## src/rtl/cmsdk_my_input_stage.sv

```systemverilog
// cmsdk_my_input_stage
// Per-master input stage of the AHB bus matrix. Each valid address phase from
// the master is captured in a one-entry holding register. If the output stage
// cannot take the transfer in the same cycle, the held copy is presented to
// the output stage and the master is stalled. Once the transfer is accepted,
// the slave's data-phase HREADYOUT/HRESP are returned to the master.
//
// Ports:
//   HCLK, HRESET            clock, asynchronous active-high reset
//   HSELS..HMASTLOCKS       master-side address phase
//   HREADYS                 master-bus HREADY (qualifies the address phase)
//   HREADYOUTS, HRESPS      ready/response returned to the master
//   sel_ip..mastlock_ip     address/control routed to the output stage
//   held_tran_ip            transfer request to the output stage
//   active_ip               output stage has granted this port
//   readymux_ip             output-stage HREADYMUXM
//   readyout_ip, resp_ip    slave HREADYOUT/HRESP for this port's data phase
module cmsdk_my_input_stage (
   input  logic        HCLK,
   input  logic        HRESET,
   input  logic        HSELS,
   input  logic [31:0] HADDRS,
   input  logic [31:0] HAUSERS,
   input  logic [1:0]  HTRANSS,
   input  logic        HWRITES,
   input  logic [2:0]  HSIZES,
   input  logic [2:0]  HBURSTS,
   input  logic [3:0]  HPROTS,
   input  logic [3:0]  HMASTERS,
   input  logic        HMASTLOCKS,
   input  logic        HREADYS,
   output logic        HREADYOUTS,
   output logic [1:0]  HRESPS,
   output logic        sel_ip,
   output logic [31:0] addr_ip,
   output logic [31:0] auser_ip,
   output logic [1:0]  trans_ip,
   output logic        write_ip,
   output logic [2:0]  size_ip,
   output logic [2:0]  burst_ip,
   output logic [3:0]  prot_ip,
   output logic [3:0]  master_ip,
   output logic        mastlock_ip,
   output logic        held_tran_ip,
   input  logic        active_ip,
   input  logic        readymux_ip,
   input  logic        readyout_ip,
   input  logic [1:0]  resp_ip
);

   // Holding register
   logic [31:0] addr_q,     addr_d;
   logic [31:0] auser_q,    auser_d;
   logic [1:0]  trans_q,    trans_d;
   logic        write_q,    write_d;
   logic [2:0]  size_q,     size_d;
   logic [2:0]  burst_q,    burst_d;
   logic [3:0]  prot_q,     prot_d;
   logic [3:0]  master_q,   master_d;
   logic        mastlock_q, mastlock_d;

   logic        pend_q,       pend_d;
   logic        data_phase_q, data_phase_d;

   logic        addr_valid;
   logic        accept;

   // NONSEQ/SEQ only; IDLE and BUSY never need the output stage.
   assign addr_valid = HSELS & HTRANSS[1] & HREADYS;

   always_comb begin
      held_tran_ip = pend_q | addr_valid;
      accept       = held_tran_ip & active_ip & readymux_ip;

      // Capture every valid address phase; it is only used if pend gets set.
      addr_d     = addr_q;
      auser_d    = auser_q;
      trans_d    = trans_q;
      write_d    = write_q;
      size_d     = size_q;
      burst_d    = burst_q;
      prot_d     = prot_q;
      master_d   = master_q;
      mastlock_d = mastlock_q;
      if (addr_valid) begin
         addr_d     = HADDRS;
         auser_d    = HAUSERS;
         trans_d    = HTRANSS;
         write_d    = HWRITES;
         size_d     = HSIZES;
         burst_d    = HBURSTS;
         prot_d     = HPROTS;
         master_d   = HMASTERS;
         mastlock_d = HMASTLOCKS;
      end

      // Accept wins over a new address phase: same-cycle accept needs no hold.
      pend_d = pend_q;
      if (accept) begin
         pend_d = 1'b0;
      end else if (addr_valid) begin
         pend_d = 1'b1;
      end

      // Data phase advances only when the selected slave completes.
      data_phase_d = readymux_ip ? accept : data_phase_q;
   end

   always_ff @(posedge HCLK or posedge HRESET) begin
      if (HRESET) begin
         addr_q       <= '0;
         auser_q      <= '0;
         trans_q      <= '0;
         write_q      <= 1'b0;
         size_q       <= '0;
         burst_q      <= '0;
         prot_q       <= '0;
         master_q     <= '0;
         mastlock_q   <= 1'b0;
         pend_q       <= 1'b0;
         data_phase_q <= 1'b0;
      end else begin
         addr_q       <= addr_d;
         auser_q      <= auser_d;
         trans_q      <= trans_d;
         write_q      <= write_d;
         size_q       <= size_d;
         burst_q      <= burst_d;
         prot_q       <= prot_d;
         master_q     <= master_d;
         mastlock_q   <= mastlock_d;
         pend_q       <= pend_d;
         data_phase_q <= data_phase_d;
      end
   end

   // Output stage sees the held copy while pending, otherwise the live bus.
   always_comb begin
      if (pend_q) begin
         sel_ip      = 1'b1;
         addr_ip     = addr_q;
         auser_ip    = auser_q;
         trans_ip    = trans_q;
         write_ip    = write_q;
         size_ip     = size_q;
         burst_ip    = burst_q;
         prot_ip     = prot_q;
         master_ip   = master_q;
         mastlock_ip = mastlock_q;
      end else begin
         sel_ip      = HSELS & HREADYS;
         addr_ip     = HADDRS;
         auser_ip    = HAUSERS;
         trans_ip    = HTRANSS;
         write_ip    = HWRITES;
         size_ip     = HSIZES;
         burst_ip    = HBURSTS;
         prot_ip     = HPROTS;
         master_ip   = HMASTERS;
         mastlock_ip = HMASTLOCKS;
      end
   end

   always_comb begin
      if (pend_q) begin
         HREADYOUTS = 1'b0;
      end else if (data_phase_q) begin
         HREADYOUTS = readyout_ip;
      end else begin
         HREADYOUTS = 1'b1;
      end
      HRESPS = data_phase_q ? resp_ip : 2'b00;
   end

endmodule
```

## config.mk

```make
export PLATFORM = sky130hd
export DESIGN_NAME = cmsdk_my_input_stage
export DESIGN_NICKNAME = d
export VERILOG_FILES = /design/src/rtl/cmsdk_my_input_stage.sv
export SDC_FILE = /design/constraint.sdc
export NUM_CORES = 1
export LEC_CHECK = 0
export ABC_AREA = 1
export CELL_PAD_IN_SITES_DETAIL_PLACEMENT = 1
export CELL_PAD_IN_SITES_GLOBAL_PLACEMENT = 2
export CORE_ASPECT_RATIO = 0.5
export CORE_MARGIN = 2
export CORE_UTILIZATION = 27
export CTS_BUF_LIST = sky130_fd_sc_hd__clkbuf_4
export DETAILED_ROUTE_END_ITERATION = 8
export PLACE_DENSITY = 0.91
export SKIP_CTS_REPAIR_TIMING = 1
export SLEW_MARGIN = 10
export SYNTH_ARGS = -nofsm -noshare
export SYNTH_HDL_FRONTEND = slang
export SYNTH_SLANG_ARGS = --single-unit
```

## constraint.sdc

```tcl
create_clock -name HCLK -period 6.7 [get_ports HCLK]
set_clock_uncertainty 0.05 [all_clocks]
set_input_delay 1.005 -clock HCLK [delete_from_list [all_inputs] [get_ports HCLK]]
set_output_delay 1.005 -clock HCLK [all_outputs]
set_load 0.02 [all_outputs]
```

After elaboration in Yosys (flattened, before gate mapping)
Cells that the tools add are included.
{"block": "word_totals", "register_bits": 84, "in_bits": 91}
{"block": "classes", "n_mux": 15, "n_reduce_logical": 1, "bitwise": 6}
{"op": "$mux W32", "count": 2}
{"op": "$mux W4", "count": 2}
{"op": "$mux W1", "count": 7}
{"op": "$mux W3", "count": 2}
{"op": "$and A1 B1 Y1", "count": 5}
{"op": "$mux W2", "count": 2}
{"op": "$reduce_bool A2 Y1", "count": 1}
{"op": "$or A1 B1 Y1", "count": 1}

Logic depth before layout (Yosys ltp)
{"block": "depth", "depth_word": 6, "ltp_mapped": 6, "depth_no_buf": 4}

Worst setup path after synthesis
Ideal clock, no wire load.
{"block": "synth_path", "kind": "input to output", "start": "input HADDRS[0]", "end": "output addr_ip[0]", "required_time_ns": 5.645, "slack_ns": 4.122, "cell_stages": 2, "t_arrival_ns": 1.523, "path_cell_list": "inv_1 o21ai_0"}
{"block": "synth_via", "elab_chain_len": 1}
{"item": "from (decl)", "line_no": "22", "text": "input logic [31:0] HADDRS,"}
{"item": "$mux W32", "line_no": "139", "text": "if (pend_q) begin"}
{"item": "to (decl)", "line_no": "35", "text": "output logic [31:0] addr_ip,"}
Every way passes these cells.

Final worst setup path
{"block": "layout_path", "start": "input HTRANSS[1]", "end": "output held_tran_ip"}
{"block": "layout_via", "elab_chain_len": 3}
{"item": "from (decl)", "line_no": "24", "text": "input logic [1:0] HTRANSS,"}
{"item": "$and A1 B1 Y1 (2 in a row)", "line_no": "69", "text": "assign addr_valid = HSELS & HTRANSS[1] & HREADYS;"}
{"item": "$or A1 B1 Y1", "line_no": "72", "text": "held_tran_ip = pend_q | addr_valid;"}
{"item": "to (decl)", "line_no": "44", "text": "output logic held_tran_ip,"}
Every way passes these cells.

==> results_dict.tcl <==
set metrics [dict create \
    critPathLaunch "HTRANSS[1]" \
    endpoint_kind "output port" \
    h-tree-depth 3 \
    synth.cell_area_um2 4520 \
    grt-ovfl-total 0 \
    relSlewSlack 0.250 \
    dr.pass1.iters 4 \
    antenna_cells 0 \
    crit_fanout 78 \
    clk_path_buf_depth 2 \
    area_growth_pct 42.3 \
    cap_violations 0 \
    drtIter0Drc 218 \
    synthCells 548 \
    die_area_um2 17900 \
    grt_pass1_wl_um 19900 \
    min_path_type "flip-flop to flip-flop" \
    holdPathEnd "trans_q[1]$_DFFE_PP0P_" \
    synth_fp_nets 639 \
    drc 0 \
    reg2reg_depth 4 \
    setup_viol 0 \
    yosysSeqAreaShare 0.465 \
    vias 3972 \
    core_area_um2 16400 \
    tightest_slew_ns 1.13 \
    track_usage 0.139 \
    final_min_period_over_clock_period 0.644 \
    grt_max_degree 95 \
    r2r_end "data_phase_q$_DFFE_PP0P_" \
    fmax_mhz 232 \
    antenna_found_initial 0 \
    place_inst 919 \
    hold_start "trans_q[1]$_DFFE_PP0P_" \
    die_w_um 187 \
    power_per_cell_area_nw_per_um2 227 \
    ir_drop_mv 0.0900 \
    rows 33 \
    cpMostUsedCell "clkdlybuf4s50_1" \
    instances_no_fill 935 \
    cts-root-buf "clkbuf_4" \
    fin_crit_ns 4.31 \
    path_cells "clkdlybuf4s50_1 -> nand3_4 -> nand2_1 -> clkdlybuf4s50_1" \
    vias_per_cell 4.25 \
    fin_nets 794 \
    avgSynthCellArea_um2 8.25 \
    crit_required_ns 5.64 \
    io_buffers 177 \
    final_common_cell "clkdlybuf4s50_1" \
    synthDistinctLibCells 14 \
    r2r-start "pend_q$_DFFE_PP0P_" \
    rrSetupSlack_ns 5.26 \
    cp_slowest_cell "nand3_4" \
    ant_nets 0 \
    detailedPlacementHpwl_um 8840 \
    post-place-ws_ns 2.36 \
    routed_wl_um 12200 \
    clk_latency_ns 0.44 \
    yosysTopAreaCell "dfrtp_1" \
    chipHeight_um 95.5 \
    setup_ws_ns 2.39 \
    critPathKind "primary input to output port" \
    critPathMaxStageDelay_ns 0.71 \
    synthTopCellsByArea "dfrtp_1 (46%), nand2_1 (14%), o21ai_2 (14%), o21ai_0 (8.9%), inv_1 (7.3%)" \
    gp_congestion 0.730 \
    drive_above_1_share 0.136 \
    pin_count 178 \
    cts_buffers 9 \
    cts_tree "yes" \
    clock_sinks 84 \
    met2_length_um 6650 \
    layout_common_cells "clkdlybuf4s50_1 (177), nand2_1 (173), inv_1 (87)" \
    wl_met3_um 327 \
    dr.max_layer_used "met4" \
    ys_seq_elements 84 \
    power_leakage_nw 2.96 \
    power_mw 1.46 \
    yosys.area.top_type_share 0.465 \
    wl_per_cell_um 13.0 \
    cts.clk_slew.worst_paths_ns 0.16 \
    rsz0062_at_grt "no" \
    m1WireLength_um 5090 \
    holdPathStages 2 \
    yosysWarnings 0 \
    cp.arrival_ns 3.26 \
    initial_core_util 0.276 \
    grt_pass1_vias 4056 \
    setup-tns-final_ns 0 \
    finalHoldViolations 0 \
    worstSetupStartpointType "primary input" \
    slew_violations 0 \
    outcome "finished clean" \
]
## kinds of logic (layout without fill, tap and decap cells)
kind of cell,count (synthesis),in the layout,share of synthesized area
DFF,84,84,0.465
and+or+nand+nor,174,174,0.146
AOI/OAI and AO/OA,165,165,0.243
buffers and inverters,125,285,0.146
## cells in the mapped netlist
library cell  number
a21oi_1            2
buf_2              3
buf_4              1
buf_6             24
clkbuf_1           5
clkbuf_2           3
dfrtp_1           84
inv_1             88
inv_2              1
nand2_1          173
nand3_2            1
o21ai_0           80
o21ai_1           10
o21ai_2           73
## how the worst max path moves through the flow
stage,end,slack [ns],cells after the start
3_3_place_gp,held_tran_ip,2.42,4
5_1_grt,held_tran_ip,2.21,4
2_1_floorplan,addr_q[0]$_DFFE_PP0P_,3.48,1
3_5_place_dp,held_tran_ip,2.36,4
4_1_cts,held_tran_ip,2.35,4
6_report,held_tran_ip,2.39,4
## worst max-delay path, delay by kind of cell
| family | cells | cell delay [ns] |
|---|---|---|
| buffers and inverters | 2 | 1.18 |
| AND/OR/NAND/NOR | 2 | 1.04 |
## power breakdown
part | leakage (nW) | switching (mW) | total, mW | internal [mW]
clock | 0.0815 | 0.197 | 0.316 | 0.120
combinational | 1.84 | 0.264 | 0.503 | 0.239
sequential | 1.04 | 0.0543 | 0.640 | 0.585
total | 2.96 | 0.515 | 1.46 | 0.945
## through the flow
stage | area, um^2 | hold WS, ns | utilization
5_1_grt | 6440 | 0.469 | 0.393
3_5_place_dp | 6290 | 0.391 | 0.383
2_1_floorplan | 4520 | 0.369 | -
6_report | 6440 | 0.432 | 0.393
3_3_place_gp | 6290 | 0.383 | 0.383
4_1_cts | 6440 | 0.432 | 0.393
## state kept, by name (all words and copies together), names as in the netlist
signal and cells:
addr_q 32, auser_q 32, master_q 4, prot_q 4
burst_q 3, size_q 3, trans_q 2, data_phase_q 1
mastlock_q 1, pend_q 1, write_q 1
## layer usage
metal	vias up	GRT usage
met2	54	0.273
met4	0	0.0351
met3	11	0.0313
li1	2005	-
met1	1902	0.155
met5	-	0
## layout make-up
type | instances | area (um^2)
Fill cell | 1955 | 9960
Clock inverter | 7 | 82.6
Sequential cell | 84 | 2110
Inverter | 89 | 335
Clock buffer | 9 | 67.6
Timing Repair Buffer | 180 | 1790
Tap cell | 227 | 284
Multi-Input combinational cell | 339 | 1770
(Power assumes the default switching activity.)
